### src/rtl/brpred_fetch_pcgen_if.sv
// Fetch PC generator bundle: fetch request, predictor lookup, execute
// resolution, squash and predictor update write.
// The master side is the PC generator; the slave side is its environment.
interface brpred_fetch_pcgen_if #(
  parameter int unsigned p_pc_nbits = 32
);

  // Fetch request
  logic                  imemreq_val;
  logic                  imemreq_rdy;
  logic [p_pc_nbits-1:0] imemreq_addr;

  // Predictor lookup
  logic [p_pc_nbits-1:0] pred_pc;
  logic                  pred_taken;
  logic [p_pc_nbits-1:0] pred_targ;

  // Execute resolution
  logic                  ex_val;
  logic                  ex_is_br;
  logic                  ex_taken;
  logic [p_pc_nbits-1:0] ex_targ;

  // Redirect and predictor update
  logic                  squash;
  logic                  upd_w_en;
  logic [p_pc_nbits-1:0] upd_pc;
  logic [p_pc_nbits-1:0] upd_targ;
  logic                  upd_resolution;

  // Statistics
  logic [31:0]           num_br;
  logic [31:0]           num_mispred;

  modport master (
    output imemreq_val, imemreq_addr, pred_pc, squash,
           upd_w_en, upd_pc, upd_targ, upd_resolution,
           num_br, num_mispred,
    input  imemreq_rdy, pred_taken, pred_targ,
           ex_val, ex_is_br, ex_taken, ex_targ
  );

  modport slave (
    input  imemreq_val, imemreq_addr, pred_pc, squash,
           upd_w_en, upd_pc, upd_targ, upd_resolution,
           num_br, num_mispred,
    output imemreq_rdy, pred_taken, pred_targ,
           ex_val, ex_is_br, ex_taken, ex_targ
  );

endinterface

### src/rtl/brpred_fetch_pcgen.sv
// Fetch-stage next-PC generator. Issues fetch addresses, consults the
// predictor combinationally for the next PC, tracks issued fetches in an
// in-order in-flight queue, and on resolution detects mispredicts,
// redirects fetch, squashes younger work and emits a registered predictor
// update write.
module brpred_fetch_pcgen #(
  parameter int unsigned           p_pc_nbits = 32,
  parameter logic [p_pc_nbits-1:0] p_reset_pc = 32'h0000_0200,
  parameter int unsigned           p_inflight = 4
) (
  input  logic                  clk,
  input  logic                  reset,
  brpred_fetch_pcgen_if.master  bus
);

  localparam int unsigned AW = $clog2(p_inflight);
  localparam int unsigned CW = AW + 1;

  localparam logic [CW-1:0]         CNT_FULL = CW'(p_inflight);
  localparam logic [CW-1:0]         CNT_ONE  = CW'(1);
  localparam logic [CW-1:0]         CNT_ZERO = '0;
  localparam logic [AW-1:0]         PTR_ONE  = AW'(1);
  localparam logic [p_pc_nbits-1:0] PC_STEP  = p_pc_nbits'(4);

  // Saturating +1 for the 32-bit statistics counters.
  function automatic logic [31:0] sat_inc(input logic [31:0] v);
    return (v == 32'hFFFF_FFFF) ? v : v + 32'd1;
  endfunction

  // Architectural fetch PC
  logic [p_pc_nbits-1:0] r_pc;

  // In-flight queue: data and control kept separately
  logic [p_pc_nbits-1:0] r_q_pc   [p_inflight];
  logic [p_pc_nbits-1:0] r_q_next [p_inflight];
  logic [AW-1:0]         r_head;
  logic [AW-1:0]         r_tail;
  logic [CW-1:0]         r_count;

  // Registered predictor update
  logic                  r_upd_w_en;
  logic [p_pc_nbits-1:0] r_upd_pc;
  logic [p_pc_nbits-1:0] r_upd_targ;
  logic                  r_upd_res;

  // Statistics
  logic [31:0]           r_num_br;
  logic [31:0]           r_num_mispred;

  logic                  w_empty;
  logic                  w_full;
  logic [p_pc_nbits-1:0] w_head_pc;
  logic [p_pc_nbits-1:0] w_head_next;
  logic [p_pc_nbits-1:0] w_actual_next;
  logic [p_pc_nbits-1:0] w_next_pc;
  logic                  w_resolve;
  logic                  w_br_resolve;
  logic                  w_mispred;
  logic                  w_val;
  logic                  w_push;
  logic                  w_pop;

  // full/empty come from the registered count only, so imemreq_val never
  // depends on imemreq_rdy or on the same-cycle pop.
  assign w_empty = (r_count == CNT_ZERO);
  assign w_full  = (r_count == CNT_FULL);

  assign w_head_pc   = r_q_pc[r_head];
  assign w_head_next = r_q_next[r_head];

  // What the oldest instruction really flows to; +4 wraps modulo 2^p_pc_nbits.
  assign w_actual_next = (bus.ex_is_br & bus.ex_taken) ? bus.ex_targ
                                                       : w_head_pc + PC_STEP;

  // A resolve against an empty queue is stale and is ignored entirely.
  assign w_resolve    = bus.ex_val & ~w_empty;
  assign w_br_resolve = w_resolve & bus.ex_is_br;
  assign w_mispred    = w_resolve & (w_actual_next != w_head_next);

  // Predictor lookup is combinational on the current PC.
  assign w_next_pc = bus.pred_taken ? bus.pred_targ : r_pc + PC_STEP;

  // A mispredict kills the request this cycle so nothing younger is pushed.
  assign w_val  = ~w_full & ~w_mispred;
  assign w_push = w_val & bus.imemreq_rdy;
  assign w_pop  = w_resolve & ~w_mispred;

  assign bus.imemreq_val    = w_val;
  assign bus.imemreq_addr   = r_pc;
  assign bus.pred_pc        = r_pc;
  assign bus.squash         = w_mispred;
  assign bus.upd_w_en       = r_upd_w_en;
  assign bus.upd_pc         = r_upd_pc;
  assign bus.upd_targ       = r_upd_targ;
  assign bus.upd_resolution = r_upd_res;
  assign bus.num_br         = r_num_br;
  assign bus.num_mispred    = r_num_mispred;

  // PC register: redirect on mispredict, else advance on an accepted fetch.
  always_ff @(posedge clk or negedge reset) begin
    if (!reset) begin
      r_pc <= p_reset_pc;
    end else if (w_mispred) begin
      r_pc <= w_actual_next;
    end else if (w_push) begin
      r_pc <= w_next_pc;
    end
  end

  // Queue control: pointers and occupancy; a mispredict empties the queue.
  always_ff @(posedge clk or negedge reset) begin
    if (!reset) begin
      r_head  <= '0;
      r_tail  <= '0;
      r_count <= '0;
    end else if (w_mispred) begin
      r_head  <= '0;
      r_tail  <= '0;
      r_count <= '0;
    end else begin
      if (w_push) begin
        r_tail <= r_tail + PTR_ONE;
      end
      if (w_pop) begin
        r_head <= r_head + PTR_ONE;
      end
      case ({w_push, w_pop})
        2'b10:   r_count <= r_count + CNT_ONE;
        2'b01:   r_count <= r_count - CNT_ONE;
        default: r_count <= r_count;
      endcase
    end
  end

  // Queue payload: issued PC and the next PC that was predicted for it.
  always_ff @(posedge clk) begin
    if (w_push) begin
      r_q_pc[r_tail]   <= r_pc;
      r_q_next[r_tail] <= w_next_pc;
    end
  end

  // Predictor update write, one cycle after a branch resolves.
  always_ff @(posedge clk or negedge reset) begin
    if (!reset) begin
      r_upd_w_en <= 1'b0;
      r_upd_pc   <= '0;
      r_upd_targ <= '0;
      r_upd_res  <= 1'b0;
    end else if (w_br_resolve) begin
      r_upd_w_en <= 1'b1;
      r_upd_pc   <= w_head_pc;
      r_upd_targ <= bus.ex_targ;
      r_upd_res  <= bus.ex_taken;
    end else begin
      r_upd_w_en <= 1'b0;
    end
  end

  // Saturating branch and mispredict counters.
  always_ff @(posedge clk or negedge reset) begin
    if (!reset) begin
      r_num_br      <= '0;
      r_num_mispred <= '0;
    end else begin
      if (w_br_resolve) begin
        r_num_br <= sat_inc(r_num_br);
      end
      if (w_mispred) begin
        r_num_mispred <= sat_inc(r_num_mispred);
      end
    end
  end

endmodule

### src/flat_wrapper.sv
// flat-port wrapper written by rule: the top's interface ports become plain ports
module brpred_fetch_pcgen_flat 
#(
  parameter int unsigned           p_pc_nbits = 32,
  parameter logic [p_pc_nbits-1:0] p_reset_pc = 32'h0000_0200,
  parameter int unsigned           p_inflight = 4
)
  (clk, reset, bus_imemreq_val, bus_imemreq_addr, bus_pred_pc, bus_squash, bus_upd_w_en, bus_upd_pc, bus_upd_targ, bus_upd_resolution, bus_num_br, bus_num_mispred, bus_imemreq_rdy, bus_pred_taken, bus_pred_targ, bus_ex_val, bus_ex_is_br, bus_ex_taken, bus_ex_targ);
  brpred_fetch_pcgen_if #(.p_pc_nbits(p_pc_nbits)) bus_i ();
  input  logic clk;
  input  logic reset;
  output wire logic [$bits(bus_i.imemreq_val)-1:0] bus_imemreq_val;
  output wire logic [$bits(bus_i.imemreq_addr)-1:0] bus_imemreq_addr;
  output wire logic [$bits(bus_i.pred_pc)-1:0] bus_pred_pc;
  output wire logic [$bits(bus_i.squash)-1:0] bus_squash;
  output wire logic [$bits(bus_i.upd_w_en)-1:0] bus_upd_w_en;
  output wire logic [$bits(bus_i.upd_pc)-1:0] bus_upd_pc;
  output wire logic [$bits(bus_i.upd_targ)-1:0] bus_upd_targ;
  output wire logic [$bits(bus_i.upd_resolution)-1:0] bus_upd_resolution;
  output wire logic [$bits(bus_i.num_br)-1:0] bus_num_br;
  output wire logic [$bits(bus_i.num_mispred)-1:0] bus_num_mispred;
  input wire logic [$bits(bus_i.imemreq_rdy)-1:0] bus_imemreq_rdy;
  input wire logic [$bits(bus_i.pred_taken)-1:0] bus_pred_taken;
  input wire logic [$bits(bus_i.pred_targ)-1:0] bus_pred_targ;
  input wire logic [$bits(bus_i.ex_val)-1:0] bus_ex_val;
  input wire logic [$bits(bus_i.ex_is_br)-1:0] bus_ex_is_br;
  input wire logic [$bits(bus_i.ex_taken)-1:0] bus_ex_taken;
  input wire logic [$bits(bus_i.ex_targ)-1:0] bus_ex_targ;
  assign bus_imemreq_val = bus_i.imemreq_val;
  assign bus_imemreq_addr = bus_i.imemreq_addr;
  assign bus_pred_pc = bus_i.pred_pc;
  assign bus_squash = bus_i.squash;
  assign bus_upd_w_en = bus_i.upd_w_en;
  assign bus_upd_pc = bus_i.upd_pc;
  assign bus_upd_targ = bus_i.upd_targ;
  assign bus_upd_resolution = bus_i.upd_resolution;
  assign bus_num_br = bus_i.num_br;
  assign bus_num_mispred = bus_i.num_mispred;
  assign bus_i.imemreq_rdy = bus_imemreq_rdy;
  assign bus_i.pred_taken = bus_pred_taken;
  assign bus_i.pred_targ = bus_pred_targ;
  assign bus_i.ex_val = bus_ex_val;
  assign bus_i.ex_is_br = bus_ex_is_br;
  assign bus_i.ex_taken = bus_ex_taken;
  assign bus_i.ex_targ = bus_ex_targ;
  brpred_fetch_pcgen #(.p_pc_nbits(p_pc_nbits), .p_reset_pc(p_reset_pc), .p_inflight(p_inflight)) u_core (.clk(clk), .reset(reset), .bus(bus_i));
endmodule
### config.mk
export PLATFORM = sky130hd
export DESIGN_NAME = brpred_fetch_pcgen_flat
export DESIGN_NICKNAME = d
export VERILOG_FILES = /design/src/rtl/brpred_fetch_pcgen_if.sv /design/src/rtl/brpred_fetch_pcgen.sv /design/src/flat_wrapper.sv
export SDC_FILE = /design/constraint.sdc
export NUM_CORES = 1
export LEC_CHECK = 0
export BUFFER_PORTS_ARGS = -buffer_cell sky130_fd_sc_hd__buf_2
export CORE_MARGIN = 4
export CORE_UTILIZATION = 50
export DETAILED_ROUTE_END_ITERATION = 8
export GPL_ROUTABILITY_DRIVEN = 0
export PLACE_DENSITY = 0.82
export REMOVE_ABC_BUFFERS = 1
export SLEW_MARGIN = 20
export SYNTH_ARGS = -nofsm -noshare
export SYNTH_HDL_FRONTEND = slang
export SYNTH_SLANG_ARGS = --single-unit
### constraint.sdc
create_clock -name clk -period 17.4 [get_ports clk]
set_input_delay 2.61 -clock clk [delete_from_list [all_inputs] [get_ports clk]]
set_output_delay 2.61 -clock clk [all_outputs]
set_load 0.01 [all_outputs]
==> results.py, run 1 <==
metrics = {
    "clocking": {
        "h-tree-depth": 2,
        "cts_made_buffers": 45,
        "post_cts_resized": 0,
        "postCtsSetupBuffers": 0,
        "root_buffer": "clkbuf_16",
        "clkLatencyLatePin_ps": 570,
        "cts.path.max_buffers": 3,
        "cts.sinks": 425,
        "cts_tree": "yes",
        "path_clk_slew_ps": 60,
        "ctsHoldBuffers": 0,
    },
    "floorplanning": {
        "io_pins": 267,
        "die_h_um": 207.8,
        "dieArea_sq_um": 43170,
        "start_util_pct": 51.15,
        "core_sq_um": 39010,
        "die_x_um": 207.8,
        "rows": 72,
    },
    "setup_path": {
        "crit_arrival_ps": 5890,
        "path_cells": "buf_4, mux4_2, and4_1, and4_1, nor4bb_1, xnor3_1, nand2_1, or4b_1, a2111oi_4, buf_4, nor2_4, a21oi_1, buf_2",
        "r2r_cells": 14,
        "r2r-end": "u_core.r_q_next[2][25]",
        "crit_fanout": 42,
        "slowest_delay_ps": 960,
        "path_buf_inv": 3,
        "critPathSlowestCell": "dfrtp_4",
        "critPathLaunchType": "flip-flop",
        "critical_path_class": "reg -> out",
        "required_ps": 14790,
        "r2r_start": "u_core.r_head[0]",
        "crit_start": "u_core.r_head[0]",
        "critPathTopFamily": "simple AND/OR/NAND/NOR gates",
        "r2r_slack_ps": 9820,
        "endpoint_kind": "output pin",
    },
    "cells_and_area": {
        "utilization_pct": 59.51,
        "drive_gt1_share_pct": 30.11,
        "finish.instance_area_sq_um": 23210,
        "nNetsFinal": 1751,
        "final_common_cell": "buf_2",
        "final_cell_mix": "buf_2 (265), edfxtp_1 (256), dfrtp_1 (166), nand2_1 (107), xor2_1 (83)",
        "area_delta_synth_final_pct": 16.34,
    },
    "logic_synthesis": {
        "synth_edf_count": 256,
        "ys_top_cells_by_area": "edfxtp_1 (39%), dfrtp_1 (21%), mux4_2 (7.2%)",
        "yosysTopAreaCell": "edfxtp_1",
        "async_reset_ff_share_pct": 39.76,
        "synth_top_area_share_pct": 38.53,
        "ys_warn_count": 0,
        "synthesis.instances": 1430,
        "syn-cell-area_sq_um": 19950,
        "syn_area_per_cell_sq_um": 13.95,
        "yosysSeqAreaShare_pct": 59.73,
        "ys_ff_latch": 425,
        "synth_top_flop_cell": "edfxtp_1",
        "ys_types": 69,
    },
    "outcome": {
        "status": "completed",
    },
    "timing": {
        "setup_tns_ps": 0,
        "fin_crit_ps": 8504,
        "skew_ps": 15.57,
        "tightest_slew_ps": 1012,
        "max_freq_mhz": 117.6,
        "drv_slew": 0,
        "hold_viol": 0,
        "hold_slack_ps": 475.2,
        "fin_ws_ps": 8896,
        "max_slew_margin_pct": 32.24,
        "period_share_pct": 48.87,
        "setup_viol": 0,
        "rsz0062_at_grt": "no",
    },
    "power": {
        "p_leak_uw": 0.009265,
        "peakVddDrop_mv": 0.1540,
        "power.density_nw_per_um2": 156.0,
    },
    "grt": {
        "grt_pass1_vias": 13340,
        "antenna_found_initial": 3,
        "grt_usage_pct": 23.56,
        "grt_start_max_net_pins": 94,
        "grt.overflow.total": 0,
        "grt_first_pass_wirelength_mm": 79.98,
    },
    "drt": {
        "wl_per_cell_um": 23.41,
        "drtIter0Drc": 1225,
        "vias_per_cell": 6.009,
        "first_pass_iters": 5,
        "antenna_left": 0,
        "drc": 0,
        "routed_wl_mm": 52.11,
        "vias": 13380,
    },
    "min_path": {
        "hp-start": "u_core.bus.upd_pc[17]",
        "hold-path-endpoint": "u_core.bus.upd_pc[17]",
        "holdPathStages": 2,
        "hp-class": "reg -> reg",
    },
    "placement": {
        "place_ws_ps": 8956,
        "port-buffer-count": 266,
        "hpwl_mm": 34.74,
        "placedInstanceArea_sq_um": 21600,
    },
    "job": {
        "cap_viol_max_count": 0,
    },
}
==> synthesized netlist by cell type, types with 3 or more instances <==
cell type / n
nor2_1: 60
dfrtp_1: 168
mux2i_1: 75
clkbuf_1: 26
and4_1: 13
and2_1: 9
nor2b_1: 4
nand2_1: 110
nor4_1: 13
buf_1: 6
xor2_1: 83
nor4b_1: 6
mux2_2: 74
buf_2: 22
and3_1: 32
inv_1: 9
buf_4: 37
nor3_1: 25
or3_1: 3
o2bb2ai_1: 4
o21ai_0: 53
o211ai_1: 4
nand3_1: 62
edfxtp_1: 256
nand4_1: 34
o31ai_1: 4
nor3b_1: 10
ha_1: 9
xnor3_1: 4
xnor2_1: 78
or3b_2: 4
a21oi_1: 22
nand2b_1: 3
mux4_2: 64
==> tightest hold or removal path, stage by stage (launching register included) <==
cell,delay [ps]
dfrtp_1,340
nand2_1,50
o21ai_0,60
==> metal layers <==
metal,share of wire (%),vias to the layer above,routed length (um),GRT usage (%)
li1,-,5826,-,-
met1,40,6731,20620,32.42
met2,48,703,25180,37.98
met3,8.9,111,4637,4.670
met4,3.1,4,1637,8.131
met5,0.058,-,30,0
==> metrics by stage <==
step / power (uW) / instances
2_1_floorplan: 2176 / 1338
3_3_place_gp: 2554 / 2141
3_5_place_dp: 2601 / 2141
4_1_cts: 3642 / 2225
5_1_grt: 3794 / 2226
6_report: 3621 / 2226
==> cell type report <==
| type | instances | area [sq um] |
|---|---|---|
| clock inverter | 24 | 307.8 |
| antenna | 1 | 2.502 |
| sequential | 425 | 11920 |
| inverter | 9 | 33.78 |
| multi-input combinational | 904 | 7517 |
| clock buffer | 60 | 1296 |
| timing repair buffer | 285 | 1486 |
| tap | 518 | 648.1 |
| fill | 2957 | 15790 |
==> sequential cells by signal, indices dropped and copies added, names as in the netlist, 3 cells and up <==
name	cells
u_core.r_q_next	128
u_core.bus.num_br	32
u_core.bus.upd_targ	32
u_core.r_q_pc	128
u_core.bus.upd_pc	32
u_core.r_count	3
u_core.bus.imemreq_addr	32
u_core.bus.num_mispred	32
==> where the power goes <==
part           internal (uW)  switching [uW]  total (uW)
Clock                    630             400        1030
Sequential              1400             208        1610
Combinational            414             568         982
Total                   2450            1180        3620
==> kinds of logic after synthesis <==
logic type                 share of synthesized area (%)
DFF                                                59.73
and+or+nand+nor                                    10.49
muxes                                              15.22
xor gates and xnor gates                           7.637
AOI/OAI and AO/OA                                  3.493
buffers and inverters                              2.772
adders and majority gates                         0.6647
==> how the worst max path moves through the flow <==
stage / depth (start not counted) / slack [ps] / to
floorplan: 12 / 4690 / u_core.r_q_next[0][0]
global placement: 11 / 9020 / bus_imemreq_val
detailed placement: 11 / 8960 / bus_imemreq_val
CTS: 13 / 8880 / bus_imemreq_val
global route: 13 / 8490 / bus_imemreq_val
finish: 13 / 8900 / bus_imemreq_val
No activity file was read; power rests on OpenSTA's default activity.
==> inputs of run 2 (changes only) <==
clock period = 8.76 ns   (was 17.4 ns; I/O delays follow)
==> run 2 against run 1 <==
  * Final area down 0.24%
  * Critical endpoint unchanged
  * Register-to-register slack worse by 7500 ps
  * Flip-flop and latch count is the same
  * Utilization shrank 0.14 points
  * Clock power increased by 86%
  * Wire length is 1.8% higher
==> results.py, run 2 (synthesis gave the netlist of run 1 again) <==
metrics = {
    "clocking": {
        "clkLatencyLatePin_ps": 570,
        "cts.path.max_buffers": 3,
        "cts.sinks": 425,
        "ctsHoldBuffers": 0,
        "post_cts_resized": 0,
        "root_buffer": "clkbuf_16",
        "path_clk_slew_ps": 60,
        "cts_made_buffers": 45,
        "h-tree-depth": 2,
        "cts_tree": "yes",
        "postCtsSetupBuffers": 0,
    },
    "grt": {
        "grt_first_pass_wirelength_mm": 81.75,
        "grt_usage_pct": 24.08,
        "grt_pass1_vias": 13500,
        "grt_start_max_net_pins": 74,
        "antenna_found_initial": 2,
        "grt.overflow.total": 0,
    },
    "setup_path": {
        "path_cells": "mux4_2, nand3_1, or2_1, xnor3_1, or3b_1, a2111o_1, o41a_1, a2111oi_4, nor2_4, buf_4, a21oi_1, buf_2",
        "crit_fanout": 33,
        "crit_arrival_ps": 5810,
        "r2r_start": "u_core.r_head[1]",
        "slowest_delay_ps": 980,
        "critPathLaunchType": "flip-flop",
        "r2r-end": "u_core.r_count[2]",
        "critical_path_class": "reg -> out",
        "required_ps": 7450,
        "r2r_cells": 17,
        "endpoint_kind": "output pin",
        "r2r_slack_ps": 2330,
        "path_buf_inv": 2,
        "critPathSlowestCell": "dfrtp_2",
        "critPathTopFamily": "simple AND/OR/NAND/NOR gates",
    },
    "cells_and_area": {
        "multi_input_area_sq_um": 7517,
        "drive_gt1_share_pct": 30.13,
        "reg_top3": "u_core.r_q_next x128, u_core.r_q_pc x128",
        "utilization_pct": 59.37,
        "nNetsFinal": 1753,
        "final_common_cell": "buf_2",
        "finish.instance_area_sq_um": 23160,
        "nFillCells": 2959,
        "final_cell_mix": "buf_2 (265), edfxtp_1 (256), dfrtp_1 (166), nand2_1 (107), xor2_1 (83)",
        "area_delta_synth_final_pct": 16.06,
        "register_area_sq_um": 11920,
    },
    "power": {
        "seq_power_share_pct": 45.4,
        "power.switching_uw": 2357,
        "p_comb_share_pct": 27.5,
        "pwr-share-clk_pct": 27.1,
        "power_uw": 7100,
        "p_leak_uw": 0.009227,
        "p_sw_share_pct": 33.19,
        "power.density_nw_per_um2": 306.6,
        "peakVddDrop_mv": 0.1979,
        "intPower_uw": 4743,
    },
    "timing": {
        "fin_crit_ps": 7119,
        "skew_ps": 12.81,
        "rsz0062_at_grt": "no",
        "period_share_pct": 81.27,
        "max_slew_margin_pct": 37.07,
        "setup_viol": 0,
        "max_freq_mhz": 140.5,
        "drv_slew": 0,
        "tightest_slew_ps": 943.9,
        "hold_viol": 0,
    },
    "placement": {
        "port-buffer-count": 266,
        "placedInstanceArea_sq_um": 21660,
        "hpwl_mm": 35.52,
    },
    "outcome": {
        "status": "completed",
    },
    "floorplanning": {
        "dieArea_sq_um": 43170,
        "start_util_pct": 51.15,
        "die_h_um": 207.8,
        "rows": 72,
        "io_pins": 267,
        "core_sq_um": 39010,
        "die_x_um": 207.8,
    },
    "drt": {
        "antenna_left": 0,
        "drtIter0Drc": 1366,
        "vias": 13450,
        "vias_per_cell": 6.031,
        "wl_per_cell_um": 23.78,
        "drc": 0,
        "first_pass_iters": 5,
        "routed_wl_mm": 53.02,
    },
    "min_path": {
        "hp-class": "reg -> reg",
        "holdPathStages": 1,
        "hp-start": "u_core.bus.num_mispred[13]",
        "hold-path-endpoint": "u_core.bus.num_mispred[13]",
    },
    "job": {
        "cap_viol_max_count": 0,
    },
}
## run 2: per-stage QoR
stage	hold slack, ps	instances	TNS, ps	setup WS [ps]
final	483.8	2230	0	1641
after global routing	511.6	2229	0	1335
after CTS	486.5	2227	0	1676
after detailed placement	475.2	2143	0	2312
after global placement	457.3	2143	0	2485
after floorplan	514.9	1338	-1010510	-3946
## run 2: power groups by stage
stage / combinational, uW / sequential [uW] / clock [uW]
2_1_floorplan: 1020 / 3300 / 0
3_3_place_gp: 1900 / 3210 / 0
3_5_place_dp: 1950 / 3250 / 0
4_1_cts: 1960 / 3210 / 1960
5_1_grt: 2110 / 3280 / 2040
6_report: 1960 / 3220 / 1920
## run 2: worst max-delay path by stage
stage,from,end,slack [ps],depth (start not counted)
floorplan,u_core.r_head[0],u_core.r_q_next[0][0],-3950,12
detailed placement,u_core.r_head[1],bus_imemreq_val,2310,13
global placement,u_core.r_head[1],bus_imemreq_val,2490,13
finish,u_core.r_head[1],bus_imemreq_val,1640,12
CTS,u_core.r_head[1],bus_imemreq_val,1680,13
global route,u_core.r_head[0],bus_imemreq_val,1340,13
## run 2: layout make-up
| class | instances | share of cell area [%] |
|---|---|---|
| inverters | 9 | 0.1459 |
| clock inverters | 25 | 1.005 |
| multi-input cells | 904 | 32.46 |
| repair buffers | 287 | 6.629 |
| clock buffers | 59 | 5.446 |
| flip-flops and latches | 425 | 51.48 |
| diodes | 3 | 0.03242 |
| well taps | 518 | 2.799 |
## run 2: routing by layer
metal  share of wire [%]  vias to the layer above  track usage [%]
li1                    -                     5834                -
met1                  40                     6784            34.02
met2                  49                      708            38.74
met3                 8.7                      123            4.549
met4                 2.7                        0            6.750
met5                   0                        -                0
